===== config.mk =====
export PLATFORM = sky130hd
export DESIGN_NAME = sram_line_server_flat
export DESIGN_NICKNAME = d
export VERILOG_FILES = /design/src/rtl/sram_line_server_pkg.sv /design/src/rtl/sram_line_server_if.sv /design/src/rtl/sram_line_server_access_timer.sv /design/src/rtl/sram_line_server.sv /design/src/flat_wrapper.sv
export SDC_FILE = /design/constraint.sdc
export NUM_CORES = 1
export LEC_CHECK = 0
export ABC_AREA = 1
export CAP_MARGIN = 20
export CORE_MARGIN = 10
export CORE_UTILIZATION = 49
export CTS_CLUSTER_SIZE = 25
export DETAILED_ROUTE_END_ITERATION = 10
export PLACE_DENSITY = 0.84
export SLEW_MARGIN = 25
export SYNTH_ARGS = -nofsm -noshare
export SYNTH_HDL_FRONTEND = slang
export SYNTH_HIERARCHICAL = 1
export SYNTH_SLANG_ARGS = --single-unit

===== constraint.sdc =====
create_clock -name clk -period 3.7 [get_ports clk]
set_clock_uncertainty 0.05 [all_clocks]
set_input_delay 0.37 -clock clk [delete_from_list [all_inputs] [get_ports clk]]
set_output_delay 0.37 -clock clk [all_outputs]
set_load 0.005 [all_outputs]

===== src/rtl/sram_line_server_pkg.sv =====
// sram_line_server_pkg: shared types and constants for the cache-to-SRAM line server.
package sram_line_server_pkg;
    typedef enum logic [1:0] {IDLE, RD, WR, DONE} state_t;
    localparam int HW_PER_LINE = 4;
    localparam int HW_PER_WORD = 2;
    localparam logic [31:0] BASE_ADDR_DEFAULT = 32'd1024;
endpackage


===== src/rtl/sram_line_server_if.sv =====
// sram_line_server_if: cache request bus plus external SRAM pin bundle.
interface sram_line_server_if #(parameter int SRAM_AW = 18);
    logic [31:0]        addr;
    logic [31:0]        st_val;
    logic               read_en;
    logic               write_en;
    logic [63:0]        read_data;
    logic               ready;
    logic [SRAM_AW-1:0] sram_addr;
    logic [15:0]        sram_dq_out;
    logic [15:0]        sram_dq_in;
    logic               sram_dq_oe;
    logic               sram_we_n;
    logic               sram_oe_n;
    logic               sram_ce_n;
    logic               sram_ub_n;
    logic               sram_lb_n;
    modport master (
        output addr, st_val, read_en, write_en, sram_dq_in,
        input  read_data, ready, sram_addr, sram_dq_out, sram_dq_oe,
        input  sram_we_n, sram_oe_n, sram_ce_n, sram_ub_n, sram_lb_n
    );
    modport slave (
        input  addr, st_val, read_en, write_en, sram_dq_in,
        output read_data, ready, sram_addr, sram_dq_out, sram_dq_oe,
        output sram_we_n, sram_oe_n, sram_ce_n, sram_ub_n, sram_lb_n
    );
endinterface


===== src/rtl/sram_line_server_access_timer.sv =====
// sram_access_timer: per-access cycle counter with clear and terminal count.
module sram_access_timer #(
    parameter int CYCLES = 2
) (
    input  logic clk,
    input  logic rst,
    input  logic i_clr,
    input  logic i_en,
    output logic o_tc
);
    localparam int W = CYCLES > 1 ? $clog2(CYCLES) : 1;
    logic [W-1:0] r_cc;
    assign o_tc = i_en && (r_cc == W'(CYCLES - 1));
    always_ff @(posedge clk or negedge rst) begin
        if (!rst)
            r_cc <= '0;
        else if (i_clr || o_tc)
            r_cc <= '0;
        else if (i_en)
            r_cc <= r_cc + W'(1);
    end
endmodule


===== src/rtl/sram_line_server.sv =====
// sram_line_server: serves word writes and 64-bit line reads as 16-bit async SRAM accesses.
module sram_line_server
    import sram_line_server_pkg::*;
#(
    parameter logic [31:0] BASE_ADDR     = BASE_ADDR_DEFAULT,
    parameter int          ACCESS_CYCLES = 2,
    parameter int          SRAM_AW       = 18
) (
    input logic              clk,
    input logic              rst,
    sram_line_server_if.slave bus
);
    state_t             r_state;
    logic [1:0]         r_hw;
    logic [31:0]        r_st;
    logic [63:0]        r_read_data;
    logic [SRAM_AW-1:0] r_sram_addr;
    logic [15:0]        r_dq_out;
    logic               r_dq_oe;
    logic               r_we_n;
    logic               r_oe_n;
    logic               r_ce_n;
    logic               r_bn;
    logic [31:0]        w_off;
    logic [SRAM_AW-1:0] w_rd_base;
    logic [SRAM_AW-1:0] w_wr_base;
    logic               w_busy;
    logic               w_tc;
    logic               w_last;

    assign w_off     = bus.addr - BASE_ADDR;
    assign w_rd_base = {w_off[SRAM_AW:3], 2'b00};
    assign w_wr_base = {w_off[SRAM_AW:2], 1'b0};
    assign w_busy    = (r_state == RD) || (r_state == WR);
    assign w_last    = (r_state == RD) ? (r_hw == 2'(HW_PER_LINE - 1)) : (r_hw == 2'(HW_PER_WORD - 1));

    sram_access_timer #(.CYCLES(ACCESS_CYCLES)) u_timer (
        .clk   (clk),
        .rst   (rst),
        .i_clr (!w_busy),
        .i_en  (w_busy),
        .o_tc  (w_tc)
    );

    // Pin controls are registered so they change only on clock edges; sram_addr steps by one per access.
    always_ff @(posedge clk or negedge rst) begin
        if (!rst) begin
            r_state     <= IDLE;
            r_hw        <= '0;
            r_st        <= '0;
            r_read_data <= '0;
            r_sram_addr <= '0;
            r_dq_out    <= '0;
            r_dq_oe     <= 1'b0;
            r_we_n      <= 1'b1;
            r_oe_n      <= 1'b1;
            r_ce_n      <= 1'b1;
            r_bn        <= 1'b1;
        end else begin
            case (r_state)
                IDLE: begin
                    r_hw <= '0;
                    if (bus.write_en) begin
                        r_state     <= WR;
                        r_st        <= bus.st_val;
                        r_sram_addr <= w_wr_base;
                        r_dq_out    <= bus.st_val[15:0];
                        r_dq_oe     <= 1'b1;
                        r_we_n      <= 1'b0;
                        r_ce_n      <= 1'b0;
                        r_bn        <= 1'b0;
                    end else if (bus.read_en) begin
                        r_state     <= RD;
                        r_sram_addr <= w_rd_base;
                        r_oe_n      <= 1'b0;
                        r_ce_n      <= 1'b0;
                        r_bn        <= 1'b0;
                    end
                end
                RD, WR: begin
                    if (w_tc) begin
                        r_hw <= r_hw + 2'd1;
                        if (r_state == RD)
                            r_read_data[{r_hw, 4'b0000} +: 16] <= bus.sram_dq_in;
                        if (w_last) begin
                            r_state <= DONE;
                            r_we_n  <= 1'b1;
                            r_oe_n  <= 1'b1;
                            r_ce_n  <= 1'b1;
                            r_bn    <= 1'b1;
                        end else begin
                            r_sram_addr <= r_sram_addr + SRAM_AW'(1);
                            r_dq_out    <= r_st[31:16];
                        end
                    end
                end
                default: begin
                    // Write data stays driven through the we_n rising edge, released on return to IDLE.
                    r_state <= IDLE;
                    r_dq_oe <= 1'b0;
                end
            endcase
        end
    end

    assign bus.ready       = (r_state == DONE) || ((r_state == IDLE) && !bus.read_en && !bus.write_en);
    assign bus.read_data   = r_read_data;
    assign bus.sram_addr   = r_sram_addr;
    assign bus.sram_dq_out = r_dq_out;
    assign bus.sram_dq_oe  = r_dq_oe;
    assign bus.sram_we_n   = r_we_n;
    assign bus.sram_oe_n   = r_oe_n;
    assign bus.sram_ce_n   = r_ce_n;
    assign bus.sram_ub_n   = r_bn;
    assign bus.sram_lb_n   = r_bn;
endmodule

===== src/flat_wrapper.sv =====
// flat-port wrapper written by rule: the top's interface ports become plain ports
module sram_line_server_flat import sram_line_server_pkg::*;
#(
    parameter logic [31:0] BASE_ADDR     = BASE_ADDR_DEFAULT,
    parameter int          ACCESS_CYCLES = 2,
    parameter int          SRAM_AW       = 18
)
  (clk, rst, bus_addr, bus_st_val, bus_read_en, bus_write_en, bus_sram_dq_in, bus_read_data, bus_ready, bus_sram_addr, bus_sram_dq_out, bus_sram_dq_oe, bus_sram_we_n, bus_sram_oe_n, bus_sram_ce_n, bus_sram_ub_n, bus_sram_lb_n);
  sram_line_server_if #(.SRAM_AW(SRAM_AW)) bus_i ();
  input logic clk;
  input logic rst;
  input wire logic [$bits(bus_i.addr)-1:0] bus_addr;
  input wire logic [$bits(bus_i.st_val)-1:0] bus_st_val;
  input wire logic [$bits(bus_i.read_en)-1:0] bus_read_en;
  input wire logic [$bits(bus_i.write_en)-1:0] bus_write_en;
  input wire logic [$bits(bus_i.sram_dq_in)-1:0] bus_sram_dq_in;
  output wire logic [$bits(bus_i.read_data)-1:0] bus_read_data;
  output wire logic [$bits(bus_i.ready)-1:0] bus_ready;
  output wire logic [$bits(bus_i.sram_addr)-1:0] bus_sram_addr;
  output wire logic [$bits(bus_i.sram_dq_out)-1:0] bus_sram_dq_out;
  output wire logic [$bits(bus_i.sram_dq_oe)-1:0] bus_sram_dq_oe;
  output wire logic [$bits(bus_i.sram_we_n)-1:0] bus_sram_we_n;
  output wire logic [$bits(bus_i.sram_oe_n)-1:0] bus_sram_oe_n;
  output wire logic [$bits(bus_i.sram_ce_n)-1:0] bus_sram_ce_n;
  output wire logic [$bits(bus_i.sram_ub_n)-1:0] bus_sram_ub_n;
  output wire logic [$bits(bus_i.sram_lb_n)-1:0] bus_sram_lb_n;
  assign bus_i.addr = bus_addr;
  assign bus_i.st_val = bus_st_val;
  assign bus_i.read_en = bus_read_en;
  assign bus_i.write_en = bus_write_en;
  assign bus_i.sram_dq_in = bus_sram_dq_in;
  assign bus_read_data = bus_i.read_data;
  assign bus_ready = bus_i.ready;
  assign bus_sram_addr = bus_i.sram_addr;
  assign bus_sram_dq_out = bus_i.sram_dq_out;
  assign bus_sram_dq_oe = bus_i.sram_dq_oe;
  assign bus_sram_we_n = bus_i.sram_we_n;
  assign bus_sram_oe_n = bus_i.sram_oe_n;
  assign bus_sram_ce_n = bus_i.sram_ce_n;
  assign bus_sram_ub_n = bus_i.sram_ub_n;
  assign bus_sram_lb_n = bus_i.sram_lb_n;
  sram_line_server #(.BASE_ADDR(BASE_ADDR), .ACCESS_CYCLES(ACCESS_CYCLES), .SRAM_AW(SRAM_AW)) u_core (.clk(clk), .rst(rst), .bus(bus_i));
endmodule

Word-level counts from Yosys, hierarchy flattened:

Index checks and enable logic that the tools add are counted.

* register bits after elaboration: 139
* output and inout port bits: 105
* logic and storage cells: 85

* add/subtract/negate cells: 5
* eq/ne operators: 12
* shifts and indexed selects: 2
* mux-type cells: 31
* bitwise logic cells: 1
* reductions and logical operators: 23

Operators with widths (number)
* 18-bit two-way mux: 4
* 64-bit bitwise mux: 1
* 16-bit by 8-bit variable shift with 64-bit output, first input constant: 1
* 16-bit by 8-bit variable part select with 64-bit output: 1
* 16-bit two-way mux: 3
* 18-bit case mux with 2 select lines: 1
* 16-bit case mux with 2 select lines: 1
* 19-bit by 11-bit subtractor with 19-bit output, second input constant: 1
* 18-bit by 1-bit adder with 18-bit output, second input constant: 1
* 4-bit AND reduction: 4
* 1-bit two-way mux: 10
* 2-bit two-way mux: 5
* 2-bit != test, second input constant: 5
* 6-bit negator with 8-bit output: 1
* 1-bit case mux with 2 select lines: 4
* 2-bit case mux with 2 select lines: 2
* 2-bit equality test, second input constant: 3
* 2-bit AND reduction: 3
* 3-bit AND reduction: 2
* 5-bit AND reduction: 1
* 2-bit by 1-bit equality test with 1-bit output, second input constant: 2
* 2-bit nonzero test: 2
* 1-bit logical AND: 3
* 1-bit zero test: 3
* 8 further kinds: 10

Depth between registers and ports, before layout:

* word-level depth: 5
* depth in mapped cells: 13
* gate-level depth less buffers: 12

Hierarchy:

The synthesis kept the hierarchy.

By module, submodules not included
* sram_line_server: instances 1, cells an instance 798, area an instance 6135.9 µm²
* sram_access_timer: instances 1, cells an instance 7, area an instance 50.0 µm²

Worst setup path before layout:

OpenSTA, ideal clock, no wires.

* path type: flip-flop to flip-flop
* start: register u_core.r_hw[0]
* end: register u_core.r_read_data[40] (netlist: u_core/bus.read_data[40])
* setup time: 0.066 ns
* data arrival time: 2.176 ns
* data required time: 3.584 ns
* setup slack: 1.408 ns
* stages on the path, launching flop included: 10
* path buffers: 3
* period minus slack after synthesis: 2.292 ns
* cell sequence: dfrtp_1 -> clkbuf_1 -> inv_1 -> clkbuf_1 -> ha_1 -> inv_1 -> nor2_2 -> clkbuf_1 -> nand4_1 -> nand2_1

* cells in the longest elaborated chain, start to end: 3

RTL lines
* start, declared: RTL line sram_line_server.sv:14 `logic [1:0] r_hw;`
* start signal, assigned: RTL line sram_line_server.sv:82 `r_hw <= r_hw + 2'd1;`
* 6-bit negator with 8-bit output (*): RTL line sram_line_server.sv:84 `r_read_data[{r_hw, 4'b0000} +: 16] <= bus.sram_dq_in;`
* 16-bit by 8-bit variable part select with 64-bit output or 16-bit by 8-bit variable shift with 64-bit output (tied branches): RTL line sram_line_server.sv:84
* 64-bit bitwise mux (*): RTL line sram_line_server.sv:84
* end signal, assigned by index: RTL line sram_line_server.sv:84
* end, declared: RTL line sram_line_server.sv:16 `logic [63:0] r_read_data;`

Every way passes the cells marked *; elsewhere a longest branch is shown, timed or not.
A chain may end at the register's enable or synchronous reset.

Final worst setup path:

* start: register u_core.r_state[0]
* end: register u_core.r_read_data[55] (netlist: u_core/bus.read_data[55])

* cells in the longest elaborated chain, start to end: 4

RTL lines
* start, declared: RTL line sram_line_server.sv:13 `state_t r_state;`
* start signal, assigned: RTL line sram_line_server.sv:48 `r_state <= IDLE;`
* start signal, assigned: RTL line sram_line_server.sv:64 `r_state <= WR;`
* start signal, assigned: RTL line sram_line_server.sv:73 `r_state <= RD;`
* 2-bit by 1-bit equality test with 1-bit output or 2-bit equality test (tied branches): RTL line sram_line_server.sv:34 `assign w_busy = (r_state == RD) || (r_state == WR);`
* 1-bit logical OR (*): RTL line sram_line_server.sv:34
* via u_core.w_busy: RTL line sram_line_server.sv:27 `logic w_busy;`
* 1-bit logical AND (*): RTL line sram_line_server_access_timer.sv:13 `assign o_tc = i_en && (r_cc == W'(CYCLES - 1));`
* via u_core.w_tc: RTL line sram_line_server.sv:28 `logic w_tc;`
* 3-bit AND reduction (no line) (*)

Mark *: on every way through the listed nets, which the timed path passes. The rest lies on a longest branch.

==> flow_metrics.env <==
export IMPL_outcome="finished, violations left"
export IMPL_violations="hold timing"
export IMPL_worst_setup_path_type="reg2reg"
export IMPL_antenna_found_initial=0
export IMPL_layout_commonest_cell="nand2_1"
export IMPL_synth_yosys_seq_area_share_pct=49.8
export IMPL_path_clk_slew_ps=60
export IMPL_post_cts_hold_buffer_count=0
export IMPL_initial_core_util_pct=50.7
export IMPL_crit_buf_inv=2
export IMPL_grt_use_total_pct=20.6
export IMPL_worst_skew_pair_late_latency_ps=410
export IMPL_setup_worst_path_end_class="register"
export IMPL_die_y_um=132
export IMPL_vias=6073
export IMPL_globalRouteOverflowTotal=0
export IMPL_drive_above_1_share_pct=6.23
export IMPL_final_period_utilization_pct=71.4
export IMPL_grt_max_degree=64
export IMPL_synth_cells=805
export IMPL_synthesis_nets=899
export IMPL_clock_sinks=123
export IMPL_synth_warnings=6
export IMPL_final_setup_tns_ps=0
export IMPL_drt_drc_violations_left=0
export IMPL_crit_reg2reg_capture="u_core/bus.read_data[55]"
export IMPL_dominantRegCellSynth="dfrtp_1"
export IMPL_via_per_inst=5.29
export IMPL_crit_family="simple AND/OR/NAND/NOR gates"
export IMPL_postSynth_asyncResetShare_pct=100
export IMPL_grt_pass1_wl_um=29500
export IMPL_average_wire_per_standard_cell_um=16.2
export IMPL_portBuffers=173
export IMPL_detail_route_iter0_violations=665
export IMPL_tritoncts_clock_tree="done"
export IMPL_max_freq_ghz=0.379
export IMPL_power_total_w=0.00755
export IMPL_clock_buffer_depth=2
export IMPL_area_growth_pct=39.9
export IMPL_htreeDepth=4
export IMPL_timing_critical_path_arrival_ps=2920
export IMPL_placeableCoreArea_um2=12200
export IMPL_r2r_setup_slack_ps=1060
export IMPL_report_final_setup_viol=0
export IMPL_fin_hold_ws_ps=-11.5
export IMPL_worst_path_stages=8
export IMPL_postCtsSetupRepairBufs=0
export IMPL_synth_seq_cells=123
export IMPL_timing_slew_headroom_pct=42.9
export IMPL_crit_reg2reg_launch="u_core/r_state[0]"
export IMPL_grt_pass1_vias=5755
export IMPL_floorplan_io_pins=189
export IMPL_synth_cell_area_um2=6190
export IMPL_drtAntennaViolNets=0
export IMPL_path_cells="inv_1 > ha_1 > nand2_1 > inv_1 > nand2_2 > nor2_1 > nand2_1 > o21ai_0"
export IMPL_drv_max_cap_violation_count=0
export IMPL_cellPowerDensity_nw_per_um2=873
export IMPL_finalCriticalPeriod_ps=2640
export IMPL_synth_enable_flop_cells=0
export IMPL_critPathLaunch="u_core/r_state[0]"
export IMPL_final_max_slew_viol_count=0
export IMPL_setup_worst_path_end="u_core/bus.read_data[55]"
export IMPL_cts_inserted_buffers=17
export IMPL_pre_cts_slack_ps=1150
export IMPL_worst_path_required_time_ps=3970
export IMPL_fp_dieArea_um2=17500
export IMPL_place_congestion=0.821
export IMPL_crit_path_max_fanout=22
export IMPL_final_nets=1060
export IMPL_die_width_um=132
export IMPL_min_delay_path_class="in2async"
export IMPL_post_cts_resized=0
export IMPL_num_rows=40
export IMPL_num_antenna_cells=0
export IMPL_critPathMaxStageDelay_ps=730
export IMPL_firstDrtPassIters=6
export IMPL_worstMarginPinSlew_ps=854
export IMPL_routed_wl_um=18600
export IMPL_worst_slack_ps=1060
export IMPL_ff2ff_path_depth=8
export IMPL_critPathSlowestCell="nor2_1"
export IMPL_timing_critical_path_from_type="register"
export IMPL_post_synth_num_cell_types=34
export IMPL_dp_hpwl_um=13100
export IMPL_final_hold_violation_count=6
export IMPL_syn_mean_instance_area_um2=7.68
export IMPL_root_buffer="clkbuf_16"
export IMPL_ir_worst_vdd_v=0.000460
export IMPL_layout_cells_most_common_list="nand2_1, clkdlybuf4s50_1, dfrtp_1"
export IMPL_cellLeakagePower_nw=3.82
export IMPL_rsz0062_at_grt="false"
==> worst min path at each step <==
stage	endpoint	slack, ps	cells past startpoint
final	u_core/bus.read_data[36]	-10	1
after floorplan	u_core/bus.read_data[0]	20	0
after global routing	u_core/bus.read_data[36]	40	1
after CTS	u_core/bus.read_data[36]	10	1
after detailed placement	u_core/r_st[29]	420	2
after global placement	u_core/r_st[28]	410	2
==> synth_stat cells (5+ instances only) <==
cell type,n,area (um2)
nand3_1,58,290
ha_1,10,125
nor2_1,46,173
nand2_1,273,1020
o21ai_0,82,410
inv_1,68,255
o21ai_1,22,110
buf_2,5,25.0
nand4_1,34,213
clkbuf_1,30,113
buf_4,6,45.0
dfrtp_1,120,3000
a21oi_1,8,40.0
==> report_power, final <==
part	switching (W)	internal (W)	total, W
sequential	0.000351	0.00189	0.00224
clock	0.000603	0.00116	0.00176
combinational	0.00204	0.00150	0.00355
total	0.00300	0.00455	0.00755
==> area by class of cell <==
| cell class | instances | area, um2 |
|---|---|---|
| clock buffers | 21 | 460 |
| clock inverters | 11 | 166 |
| fillers | 995 | 3560 |
| inverters | 73 | 274 |
| multi-input cells | 565 | 2630 |
| flip-flops and latches | 123 | 3080 |
| well taps | 168 | 210 |
| repair buffers | 186 | 1830 |
==> worst register-to-register path, cell delays in order, from the launching register on <==
cell and delay (ps):
dfrtp_1 380, inv_1 70, ha_1 390, nand2_1 100, inv_1 110, nand2_2 220, nor2_1 730, nand2_1 260
o21ai_0 240
==> per-layer routing <==
| layer | wire, um | GRT usage (%) |
|---|---|---|
| met1 | 7590 | 24.9 |
| met3 | 1330 | 5.87 |
| met5 | 0 | 0 |
| met4 | 372 | 8.07 |
| met2 | 9260 | 34.0 |
==> through the flow <==
stage,instances,instance area [um2],utilization [%]
after global placement,1115,8020,65.7
after global routing,1147,8650,70.9
after detailed placement,1115,8020,65.7
after CTS,1147,8650,70.8
final,1147,8650,70.9
after floorplan,805,6190,-
==> registers in the layout, indices dropped and copies added (netlist names) <==
register,cells
u_core/r_st,16
u_core/bus.read_data,64
u_core/r_state,2
u_core/bus.sram_dq_oe,1
u_core/r_hw,2
u_core/bus.sram_lb_n,1
u_core/u_timer/r_cc,1
u_core/bus.sram_oe_n,1
u_core/bus.sram_dq_out,16
u_core/bus.sram_we_n,1
u_core/bus.sram_addr,18
==> cell families after synthesis <==
kind of cell / share of synthesized area (%)
buf+inv: 7.69
compound gates: 11.0
mux: 0.182
xor+xnor: 0.566
fa+ha+maj: 2.02
simple gates: 28.8
flops: 49.8
Power figures use the tool's default switching activity.
